<file path="src/rtl/dmem_pkg.sv">
// Shared types and constants for the data-memory arbiter: FSM state encoding,
// requester ids and the default memory depth.
package dmem_pkg;

    typedef enum logic [1:0] {
        IDLE   = 2'd0,
        ACCESS = 2'd1,
        RESP   = 2'd2
    } state_e;

    localparam logic PORT_CORE = 1'b0;
    localparam logic PORT_DMA  = 1'b1;

    localparam int DMEM_DEPTH = 256;

endpackage

</file>
<file path="src/rtl/rr_arb2.sv">
// Two-way round-robin grant logic. Purely combinational; the parent owns the
// last_grant history bit and decides when arbitration is enabled.
module rr_arb2
    import dmem_pkg::*;
(
    input  logic [1:0] valid,
    input  logic       last_grant,
    input  logic       en,
    output logic [1:0] grant
);

    always_comb begin
        grant = 2'b00;
        if (en) begin
            // On contention the port that did not win last time goes first.
            if (valid == 2'b11) begin
                grant = (last_grant == PORT_DMA) ? 2'b01 : 2'b10;
            end else begin
                grant = valid;
            end
        end
    end

endmodule

</file>
<file path="src/rtl/dmem_arbiter.sv">
// Shares one single-port data memory between the core LSU (port 0) and the
// DMA/debug master (port 1), one transaction in flight at a time.
// Optional address bounds check enabled by defining DMEM_ARB_BOUNDS_CHECK_EN.
module dmem_arbiter
    import dmem_pkg::*;
#(
    parameter int ADDR_W = 32,
    parameter int DATA_W = 32,
    parameter int DEPTH  = DMEM_DEPTH
) (
    input  logic              clk,
    input  logic              rst,

    input  logic              req0_valid,
    output logic              req0_ready,
    input  logic              req0_wr,
    input  logic [ADDR_W-1:0] req0_addr,
    input  logic [DATA_W-1:0] req0_wdata,
    output logic              rsp0_valid,
    output logic [DATA_W-1:0] rsp0_rdata,
    output logic              rsp0_err,

    input  logic              req1_valid,
    output logic              req1_ready,
    input  logic              req1_wr,
    input  logic [ADDR_W-1:0] req1_addr,
    input  logic [DATA_W-1:0] req1_wdata,
    output logic              rsp1_valid,
    output logic [DATA_W-1:0] rsp1_rdata,
    output logic              rsp1_err,

    output logic [ADDR_W-1:0] mem_addr,
    output logic [DATA_W-1:0] mem_wdata,
    output logic              mem_wr,
    input  logic [DATA_W-1:0] mem_rdata
);

`ifdef DMEM_ARB_BOUNDS_CHECK_EN
    localparam bit BOUNDS_EN = 1'b1;
`else
    localparam bit BOUNDS_EN = 1'b0;
`endif

    state_e              state_q, state_d;
    logic                last_grant_q, last_grant_d;
    logic                owner_q, owner_d;
    logic                cmd_wr_q, cmd_wr_d;
    logic [ADDR_W-1:0]   cmd_addr_q, cmd_addr_d;
    logic [DATA_W-1:0]   cmd_wdata_q, cmd_wdata_d;
    logic [DATA_W-1:0]   rdata0_q, rdata0_d;
    logic [DATA_W-1:0]   rdata1_q, rdata1_d;
    logic [1:0]          grant;
    logic                arb_en;
    logic                cmd_oob;
`ifdef DMEM_ARB_BOUNDS_CHECK_EN
    logic                err_q, err_d;
`endif

    assign arb_en  = (state_q == IDLE);
    assign cmd_oob = BOUNDS_EN && (cmd_addr_q >= ADDR_W'(DEPTH));

    rr_arb2 u_arb (
        .valid      ({req1_valid, req0_valid}),
        .last_grant (last_grant_q),
        .en         (arb_en),
        .grant      (grant)
    );

    always_ff @(posedge clk or negedge rst) begin
        if (!rst) begin
            state_q <= IDLE;
        end else begin
            state_q <= state_d;
        end
    end

    always_comb begin
        state_d = state_q;
        unique case (state_q)
            IDLE:    if (|grant) state_d = ACCESS;
            ACCESS:  state_d = RESP;
            RESP:    state_d = IDLE;
            default: state_d = IDLE;
        endcase
    end

    always_comb begin
        last_grant_d = last_grant_q;
        owner_d      = owner_q;
        cmd_wr_d     = cmd_wr_q;
        cmd_addr_d   = cmd_addr_q;
        cmd_wdata_d  = cmd_wdata_q;
        rdata0_d     = rdata0_q;
        rdata1_d     = rdata1_q;
`ifdef DMEM_ARB_BOUNDS_CHECK_EN
        err_d        = err_q;
`endif
        if (|grant) begin
            last_grant_d = grant[1];
            owner_d      = grant[1];
            cmd_wr_d     = grant[1] ? req1_wr    : req0_wr;
            cmd_addr_d   = grant[1] ? req1_addr  : req0_addr;
            cmd_wdata_d  = grant[1] ? req1_wdata : req0_wdata;
        end
        // Memory read data is sampled at the end of ACCESS; for a write this
        // is the word as it was before the write lands.
        if (state_q == ACCESS) begin
            if (owner_q == PORT_DMA) begin
                rdata1_d = cmd_oob ? '0 : mem_rdata;
            end else begin
                rdata0_d = cmd_oob ? '0 : mem_rdata;
            end
`ifdef DMEM_ARB_BOUNDS_CHECK_EN
            err_d = cmd_oob;
`endif
        end
    end

    always_ff @(posedge clk or negedge rst) begin
        if (!rst) begin
            last_grant_q <= PORT_DMA;
            owner_q      <= PORT_CORE;
            cmd_wr_q     <= 1'b0;
            cmd_addr_q   <= '0;
            cmd_wdata_q  <= '0;
            rdata0_q     <= '0;
            rdata1_q     <= '0;
`ifdef DMEM_ARB_BOUNDS_CHECK_EN
            err_q        <= 1'b0;
`endif
        end else begin
            last_grant_q <= last_grant_d;
            owner_q      <= owner_d;
            cmd_wr_q     <= cmd_wr_d;
            cmd_addr_q   <= cmd_addr_d;
            cmd_wdata_q  <= cmd_wdata_d;
            rdata0_q     <= rdata0_d;
            rdata1_q     <= rdata1_d;
`ifdef DMEM_ARB_BOUNDS_CHECK_EN
            err_q        <= err_d;
`endif
        end
    end

    // Memory address/data come straight from the latched command so they never
    // follow the request inputs; write enable is only live during ACCESS.
    always_comb begin
        req0_ready = grant[0];
        req1_ready = grant[1];
        rsp0_valid = (state_q == RESP) && (owner_q == PORT_CORE);
        rsp1_valid = (state_q == RESP) && (owner_q == PORT_DMA);
        rsp0_rdata = rdata0_q;
        rsp1_rdata = rdata1_q;
`ifdef DMEM_ARB_BOUNDS_CHECK_EN
        rsp0_err   = rsp0_valid && err_q;
        rsp1_err   = rsp1_valid && err_q;
`else
        rsp0_err   = 1'b0;
        rsp1_err   = 1'b0;
`endif
        mem_addr   = cmd_addr_q;
        mem_wdata  = cmd_wdata_q;
        mem_wr     = (state_q == ACCESS) && cmd_wr_q && !cmd_oob;
    end

endmodule

</file>
<file path="config.mk">
export PLATFORM = sky130hd
export DESIGN_NAME = dmem_arbiter
export DESIGN_NICKNAME = d
export VERILOG_FILES = /design/src/rtl/dmem_pkg.sv /design/src/rtl/rr_arb2.sv /design/src/rtl/dmem_arbiter.sv
export SDC_FILE = /design/constraint.sdc
export NUM_CORES = 1
export LEC_CHECK = 0
export CORE_MARGIN = 3
export CORE_UTILIZATION = 41
export CTS_BUF_LIST = sky130_fd_sc_hd__clkbuf_8 sky130_fd_sc_hd__clkbuf_16
export DETAILED_ROUTE_END_ITERATION = 12
export PLACE_DENSITY = 0.79
export SETUP_SLACK_MARGIN = 0.05
export SLEW_MARGIN = 5
export SYNTH_ARGS = -nofsm -noshare
export SYNTH_HDL_FRONTEND = slang
export SYNTH_SLANG_ARGS = --single-unit
</file>
<file path="constraint.sdc">
create_clock -name clk -period 1.9 [get_ports clk]
set_input_delay 0.19 -clock clk [delete_from_list [all_inputs] [get_ports clk]]
set_output_delay 0.19 -clock clk [all_outputs]
set_load 0.02 [all_outputs]
</file>
==> reports/results.ini, run 1 <==
[cts]
cts.path.max_buffers=2
htreeDepth=4
cts-root-buf=clkbuf_16
worst_skew_pair.late_latency_ns=0.41
clock-sinks=133
cts_buffers=17
cts_tree=done
clkTransAtPathRegs_ns=0.06

[routing]
first_pass_iters=4
vias=5325
via_per_inst=5.60
antenna_left=0
wl_per_cell_um=21.3
drt_iter0_drc=228
drc=0
drt-total-wl_um=20200

[placement]
dp_hpwl_um=14300
gp_congestion=0.816
placement.io_buffers=298
placedCellCount=918

[layout]
diodes=0
area_delta_synth_final_pct=58.8
final_cells=951
regArea_um2=3330
layout-drive-gt1-share_pct=16.0
fillCellCount=1036
fin_util_pct=67.9
fin_nets=920
multi_input_area_um2=2690

[floorplan]
fp.dieArea_um2=17000
die_height_um=130
die_x_um=130
num_rows=44
pin_count=301
coreArea_um2=14800
initial_utilization_pct=42.8

[sta]
period_share_pct=91.4
setup_viol=0
min_period_ns=1.74
fin_worst_skew_ns=0.00914
final-hold-violation-count=0
fin_hold_ws_ns=0.263
fmax_mhz=576
totalNegativeSetupSlack_ns=0
rsz0062_at_grt=false
slew_violations=0

[pwr]
switching_share_pct=38.1
switchingPower_mw=6.95
seq_power_share_pct=28.8
leakage_nw=4.14
p_clk_share_pct=17.0
total_power_mw=18.2
p_per_area_nw_per_um2=1810
pwr-share-comb_pct=54.2
vdd_drop_max_mv=1.35
p_int_mw=11.3

[critical_path]
worstPathCellList=nor2b_4 -> and2_1 -> dlygate4sd2_1
timing.rr.end=mem_addr[31]
crit_arrival_ns=1.55
critPathSlowestCell=dfrtp_1
critPathKind=reg2out
critPathMaxStageDelay_ns=0.43
start_kind=flop
reg2regPathDepth=5
crit_required_ns=1.71
reg2reg_slack_ns=0.22
critPathMaxFanout=5
r2r_start=state_q[1]
end_kind=primary output

[grt]
antenna_found_initial=0
grt_use_total_pct=23.8
grt_pass1_wl_um=31200
grt-ovfl-total=0
grt_pass1_vias=5677
grt_max_degree=58

[synthesis]
synth_area_leader_cell=dfrtp_1
synth_seq_cells=133
synth_edf_count=0
synthTopCellsByCount=dfrtp_1 (132), nor3b_1 (66), a221o_1 (65), and4_1 (65), mux2_4 (30)
synth_cell_type_count=27
synth_cells=470
ys_warn_count=0
synth_top_area_share_pct=52.2
yosysMostFrequentCell=dfrtp_1
synth-seq-area-share_pct=52.6
synth_area_um2=6330
synth_area_leaders=dfrtp_1 (52%), a221o_1 (10%), and4_1 (9.0%)
synthFlopType=dfrtp_1
avgSynthCellArea_um2=13.5
async_reset_ff_share_pct=100

[job]
maxCapViolations=0

[run_status]
outcome=finished, final reports clean

[hold_path]
hold_path.class=in2async

[metrics by stage]
stage,setup WS (ns),cell area [um^2]
floorplan,0.433,6340
global placement,0.0671,9500
detailed placement,0.0929,9500
CTS,0.0158,10100
global route,0.0686,10100
finish,0.164,10100
[power by group through the flow]
stage          combinational (mW)  sequential, mW  clock [mW]
2_1_floorplan                3.94            6.86           0
3_3_place_gp                 9.77            5.20           0
3_5_place_dp                 9.97            5.24           0
4_1_cts                      9.96            5.26        3.16
5_1_grt                      10.5            5.44        3.31
6_report                     9.88            5.26        3.10
[critical path: cells and delay by family, from the launching register on]
family	cells	cell delay (ns)
buf+inv	1	0.36
simple gates	2	0.35
flops	1	0.43
[metal layers]
| metal | vias up | track usage, % | wire length (um) |
|---|---|---|---|
| li1 | 2412 | - | - |
| met1 | 2619 | 29.5 | 8180 |
| met2 | 255 | 38.7 | 9650 |
| met3 | 39 | 7.49 | 1830 |
| met4 | 0 | 9.72 | 559 |
| met5 | - | 0 | 0 |
[timing repair]
action,4_1_cts,5_1_grt
gates resized for setup,6,3
hold buffers,1,0
endpoints found under the setup margin,5,2
endpoints found under the hold margin,41,0
buffers inserted,0,0
[cells in the final DEF (no fill, tap or decap), drive strengths merged]
| master | n |
|---|---|
| nand3 | 1 |
| nand2 | 3 |
| a21oi | 1 |
| inv | 6 |
| clkinvlp | 3 |
| dfstp | 1 |
| a221o | 65 |
| conb | 2 |
| and2b | 1 |
| buf | 25 |
| and4 | 65 |
| and3b | 1 |
| dlygate4sd2 | 3 |
| clkbuf | 21 |
| a21o | 2 |
| o21ai | 1 |
| clkinv | 6 |
| mux2 | 64 |
| clkdlybuf4s50 | 291 |
| and2 | 1 |
| dlygate4sd3 | 1 |
| bufinv | 1 |
| nor2 | 2 |
| or2 | 1 |
| nor2b | 1 |
| dfrtp | 132 |
| nor3b | 66 |
[worst max-delay path by stage]
stage,startpoint,to,cells after the start
6_report,state_q[0],mem_wr,3
5_1_grt,state_q[0],mem_wr,3
4_1_cts,state_q[1],req1_ready,4
3_5_place_dp,req0_valid,req1_ready,5
3_3_place_gp,req0_valid,req1_ready,5
2_1_floorplan,last_grant_q,mem_addr[0],5
[final cells by class]
class | instances | area share (%)
Clock inverter | 13 | 1.10
Inverter | 3 | 0.112
Timing Repair Buffer | 322 | 32.2
Sequential cell | 133 | 33.1
Multi-Input combinational cell | 277 | 26.7
Tap cell | 184 | 2.29
Clock buffer | 19 | 4.50
[kinds of logic after synthesis]
logic type	synth area share [%]
buffers and inverters	5.39
AND/OR/NAND/NOR	18.1
AO/OA/AOI/OAI	10.7
other	0.0592
flip-flops	52.6
multiplexers	13.2
[sequential cells by signal (all words and copies together) (netlist names)]
register and cells:
mem_wdata 32, mem_addr 32, state_q 2, cmd_wr_q 1
owner_q 1, last_grant_q 1, rsp1_rdata 32, rsp0_rdata 32
Note: power is estimated with default switching activity, not from simulation.
==> run 2: changes to the inputs <==
--- a/config.mk
+++ b/config.mk
@@ -6,10 +6,10 @@
 export NUM_CORES = 1
 export LEC_CHECK = 0
 export CORE_MARGIN = 3
-export CORE_UTILIZATION = 41
+export CORE_UTILIZATION = 37
 export CTS_BUF_LIST = sky130_fd_sc_hd__clkbuf_8 sky130_fd_sc_hd__clkbuf_16
 export DETAILED_ROUTE_END_ITERATION = 12
-export PLACE_DENSITY = 0.79
+export PLACE_DENSITY = 0.76
 export SETUP_SLACK_MARGIN = 0.05
 export SLEW_MARGIN = 5
 export SYNTH_ARGS = -nofsm -noshare
==> constraint.sdc (replaced) <==
create_clock -name clk -period 1.5 [get_ports clk]
set_input_delay 0.15 -clock clk [delete_from_list [all_inputs] [get_ports clk]]
set_output_delay 0.15 -clock clk [all_outputs]
set_load 0.02 [all_outputs]
==> run 2 against run 1 <==
The run now ends with negative setup slack left. Final area up 6.9%. Hold slack got worse by 0.069 ns. Combinational power rose by 37%. Utilization is 3.3 points lower. Count of clock-buffer cells in the layout decreased by 2. Sequential power is 28% higher. Sequential cell count did not move. Final cell count increased by 7.0%. Routed wire length increased by 15%. Critical path depth is 3 higher. Critical endpoint is now rsp0_rdata[30].
==> reports/results.ini, run 2 (same netlist as run 1, synthesis figures left out) <==
[layout]
multi_input_area_um2=2890  ; +7.6%
layout-drive-gt1-share_pct=23.7  ; +7.6 points
final_cell_area_um2=10800  ; +6.9%
final_cells=1018  ; +7.0%
layout_commonest_cell=clkdlybuf4s50_1
diodes=0  ; unchanged
area_delta_synth_final_pct=69.8
fin_nets=951  ; +3.4%
final_cell_mix=clkdlybuf4s50_1 (163), dfrtp_1 (132), dlygate4sd2_1 (128)
fillCellCount=1247  ; +20%
regArea_um2=3330  ; unchanged
fin_util_pct=64.6  ; -3.3 points

[floorplan]
coreArea_um2=16600  ; +12%
num_rows=47  ; +6.8%
die_height_um=137  ; +5.0%
fp.dieArea_um2=18700  ; +10%
initial_utilization_pct=38.1  ; -4.7 points
pin_count=301  ; unchanged
die_x_um=137  ; +5.0%

[pwr]
leakage_nw=4.77  ; +15%
p_per_area_nw_per_um2=2280  ; +26%
total_power_mw=24.5  ; +35%
vdd_drop_max_mv=1.09  ; -19%

[cts]
cts-root-buf=clkbuf_16
clkTransAtPathRegs_ns=0.06  ; about the same
htreeDepth=4  ; unchanged
cts_tree=done
clock-sinks=133  ; unchanged
cts_buffers=17  ; unchanged
worst_skew_pair.late_latency_ns=0.41  ; about the same
cts.path.max_buffers=2  ; unchanged

[grt]
grt_max_degree=66  ; +14%
grt_use_total_pct=23.2  ; -0.62 points
grtUsageMet1_pct=28.4  ; -1.1 points
grt_pass1_vias=5928  ; +4.4%
grt-ovfl-total=0  ; unchanged
grt.met3_usage_pct=5.66  ; -1.8 points
antenna_found_initial=0  ; unchanged
grt_busiest_layer=met2
grt_pass1_wl_um=33200  ; +6.6%
use_met2_pct=39.9  ; +1.2 points

[placement]
placedCellCount=963  ; +4.9%
place_ws_ns=-0.261  ; -0.354 ns
gp_congestion=0.804  ; -1.4%
dp_hpwl_um=14700  ; +3.0%
place_area_um2=9640  ; +1.6%
placement.io_buffers=298  ; unchanged

[routing]
via_per_inst=5.57  ; -0.55%
drt_iter0_drc=279  ; +22%
drt-total-wl_um=23300  ; +15%
antenna_left=0  ; unchanged
first_pass_iters=4  ; unchanged
drc=0  ; unchanged
vias=5669  ; +6.5%
wl_per_cell_um=22.9  ; +7.7%

[critical_path]
endpoint=rsp0_rdata[30]
timing.rr.end=rsp0_rdata[30]
reg2reg_slack_ns=-0.07  ; -0.29 ns
critPathMaxFanout=7  ; +2
crit_required_ns=1.79  ; +0.08 ns
r2r_start=state_q[1]
critPathKind=reg2reg
crit_start=state_q[1]
start_kind=flop
crit_arrival_ns=1.86  ; +0.31 ns
end_kind=flop
reg2regPathDepth=6  ; +1

[sta]
fin_hold_ws_ns=0.194  ; -0.0687 ns
setup_viol=111  ; +111
fin_ws_ns=-0.0717  ; -0.235 ns
rsz0062_at_grt=true
fin_worst_skew_ns=0.00770  ; -0.00145 ns
fmax_mhz=636
min_period_ns=1.57
slew_violations=0  ; unchanged
final-hold-violation-count=0  ; unchanged
period_share_pct=105
totalNegativeSetupSlack_ns=-3.78  ; -3.78 ns

[hold_path]
hold_path.class=in2async

[job]
maxCapViolations=0  ; unchanged

[run_status]
outcome=finished with violations
violations=negative setup slack

==> run 2: area by class of cell <==
type | count | area share (%)
inverter | 3 | 0.128
tap | 220 | 2.56
clock inverter | 15 | 1.64
timing repair buffer | 353 | 33.9
multi-input combinational | 277 | 26.9
clock buffer | 17 | 3.96
sequential | 133 | 31.0
==> run 2: timing repair <==
item / 4_1_cts / 5_1_grt
pin swaps: 2 / 11
gates cloned: 7 / 6
buffers inserted: 7 / 3
hold buffers: 1 / 0
setup endpoints to repair: 262 / 134
gates resized for setup: 197 / 34
endpoints found under the hold margin: 31 / 0
==> run 2: power by group <==
part	switching (mW)	internal (mW)
Combinational	6.84	6.70
Sequential	1.23	5.51
Clock	1.63	2.62
Total	9.69	14.8
==> run 2: routing by layer <==
layer / part of all wire (%) / vias to the layer above
met5: 0 / -
met1: 39 / 2815
li1: - / 2492
met3: 8.6 / 39
met4: 1.9 / 0
met2: 51 / 323
==> run 2: worst min-delay path by stage <==
stage / startpoint / endpoint / slack, ns / cells past startpoint
after global routing: rst / mem_wdata[21] / 0.23 / 2
after CTS: rst / mem_wdata[21] / 0.20 / 2
after detailed placement: rst / mem_wdata[21] / 0.09 / 1
after floorplan: rst / cmd_wr_q / -0.15 / 0
final: rst / mem_wdata[21] / 0.19 / 2
after global placement: rst / mem_wdata[7] / 0.08 / 1
==> run 2: critical path: stages (launching register included) <==
cell	delay, ns
dfrtp_1	0.42
buf_6	0.14
nor2b_4	0.13
and2b_4	0.19
buf_12	0.13
buf_12	0.13
mux2_4	0.31
==> run 3: changes to the inputs <==
--- a/config.mk
+++ b/config.mk
@@ -6,10 +6,11 @@
 export NUM_CORES = 1
 export LEC_CHECK = 0
 export CORE_MARGIN = 3
-export CORE_UTILIZATION = 37
-export CTS_BUF_LIST = sky130_fd_sc_hd__clkbuf_8 sky130_fd_sc_hd__clkbuf_16
+export CORE_UTILIZATION = 38
+export CTS_BUF_LIST = sky130_fd_sc_hd__clkbuf_8
+export CTS_CLUSTER_SIZE = 24
 export DETAILED_ROUTE_END_ITERATION = 12
-export PLACE_DENSITY = 0.76
+export PLACE_DENSITY = 0.77
 export SETUP_SLACK_MARGIN = 0.05
 export SLEW_MARGIN = 5
 export SYNTH_ARGS = -nofsm -noshare
==> run 3 against run 2 <==
The run still ends with negative setup slack left. Routed wire length grew 1.3%. Clock power shrank 22%. Sequential cell count is the same.
==> reports/results.ini, run 3 (same netlist as run 1, synthesis figures left out) <==
[sta]
period_share_pct=112  ; +6.9 points
fmax_mhz=597  ; -6.2%
fin_hold_ws_ns=0.184  ; -0.0107 ns
final-hold-violation-count=0  ; unchanged
min_period_ns=1.68  ; +0.104 ns
rsz0062_at_grt=true
fin_ws_ns=-0.175  ; -0.104 ns
relSlewSlack_pct=60.8
worst_pin_slew_ns=0.586
setup_viol=132  ; +19%
fin_worst_skew_ns=0.0120  ; +0.00431 ns
slew_violations=0  ; unchanged

[routing]
drt_iter0_drc=290  ; +3.9%
antenna_left=0  ; unchanged
wl_met2_um=11800  ; about the same
via_per_inst=5.55  ; -0.33%
wl_per_cell_um=23.3  ; +1.9%
first_pass_iters=4  ; unchanged
vias=5617  ; -0.92%
drt-met1-wl_um=9390  ; +3.2%
wl_met3_um=1710  ; -14%
highest_layer=met4
drt-total-wl_um=23600  ; +1.3%
drc=0  ; unchanged

[placement]
placement.io_buffers=298  ; unchanged
gp_congestion=0.810  ; +0.66%
dp_hpwl_um=14500  ; -1.6%

[floorplan]
die_height_um=135  ; -1.3%
pin_count=301  ; unchanged
initial_utilization_pct=39.3  ; +1.2 points
die_x_um=135  ; -1.3%
fp.dieArea_um2=18300  ; -2.5%
coreArea_um2=16100  ; -3.2%
num_rows=46  ; -2.1%

[layout]
final_cell_mix=clkdlybuf4s50_1 (163), dfrtp_1 (130), dlygate4sd2_1 (128)
diodes=0  ; unchanged
layout-drive-gt1-share_pct=24.5  ; +0.81 points
layout_commonest_cell=clkdlybuf4s50_1
area_delta_synth_final_pct=68.2
fin_nets=949  ; -0.21%

[grt]
antenna_found_initial=0  ; unchanged
grt-ovfl-total=0  ; unchanged
grt_pass1_vias=5903  ; -0.42%
grt_max_degree=66  ; unchanged
grt_pass1_wl_um=33700  ; +1.4%
grt_use_total_pct=23.7  ; +0.52 points

[critical_path]
r2r_start=state_q[0]
reg2reg_slack_ns=-0.17  ; -0.10 ns
end_kind=primary output
timing.rr.end=rsp0_rdata[28]
critPathMaxFanout=3  ; -4
crit_arrival_ns=1.53  ; -0.33 ns
critPathKind=reg2out
crit_required_ns=1.35  ; -0.44 ns
start_kind=flop
reg2regPathDepth=6  ; unchanged

[cts]
clock-sinks=133  ; unchanged
cts-root-buf=clkbuf_8
cts_buffers=17  ; unchanged
htreeDepth=4  ; unchanged
clkTransAtPathRegs_ns=0.08  ; +0.02 ns
cts.path.max_buffers=2  ; unchanged
worst_skew_pair.late_latency_ns=0.44  ; +0.03 ns
cts_tree=done

[run_status]
violations=negative setup slack
outcome=finished with violations

[hold_path]
hold_path.class=in2async

[job]
maxCapViolations=0  ; unchanged

[pwr]
vdd_drop_max_mv=1.25  ; +14%
leakage_nw=4.73  ; -0.70%
p_per_area_nw_per_um2=2260  ; -0.84%
total_power_mw=24.1  ; -1.8%

run 3: final cells by class:
class	instances	area (um^2)
fill	1214	5460
timing repair buffer	351	3660
sequential	133	3330
multi-input combinational	277	2940
tap	216	270
clock buffer	17	234
clock inverter	15	204
inverter	3	13.8
run 3: per-layer routing:
layer / vias up / GRT usage (%)
li1: 2488 / -
met1: 2771 / 29.5
met2: 299 / 40.2
met3: 59 / 5.70
met4: 0 / 8.62
met5: - / 0
run 3: how the worst max path moves through the flow:
stage / end / from / slack, ns / depth (start not counted)
final: req0_ready / state_q[0] / -0.18 / 6
after global routing: req0_ready / state_q[0] / -0.25 / 6
after CTS: req0_ready / state_q[1] / -0.20 / 6
after detailed placement: mem_wdata[5] / req0_valid / -0.46 / 5
after global placement: mem_addr[13] / req0_valid / -0.34 / 5
after floorplan: mem_addr[0] / last_grant_q / 0.03 / 5
run 3: metrics by stage:
stage                     cell area [um^2]  TNS [ns]  worst slack, ns  std cells  util (%)
after floorplan                       6340         0           0.0329        471         -
final                                10700    -15.34           -0.175       1012      66.1
after global routing                 10700    -23.24           -0.249       1012      66.1
after detailed placement              9570    -28.61           -0.457        952      59.4
after global placement                9570    -22.46           -0.345        952      59.4
after CTS                            10300    -13.43           -0.201       1002      63.9
run 3: what timing repair did:
action                                  4_1_cts  5_1_grt
endpoints found under the setup margin      262      136
gates cloned                                  9        9
resized for setup                           189       62
buffers inserted                              8        3
hold buffers                                  1        0
hold endpoints to repair                    132        0
pin swaps                                     5       27
run 3: critical path, stage by stage (launching register included):
cell	delay, ns
dfrtp_1	0.42
nor2_4	0.14
buf_6	0.12
buf_8	0.09
nand2_4	0.05
a21oi_4	0.13
buf_6	0.14
run 3: power breakdown:
| group | switching [mW] | leakage (nW) | internal, mW |
|---|---|---|---|
| sequential | 1.17 | 1.57 | 5.50 |
| combinational | 7.05 | 2.94 | 7.05 |
| clock | 1.50 | 0.220 | 1.83 |
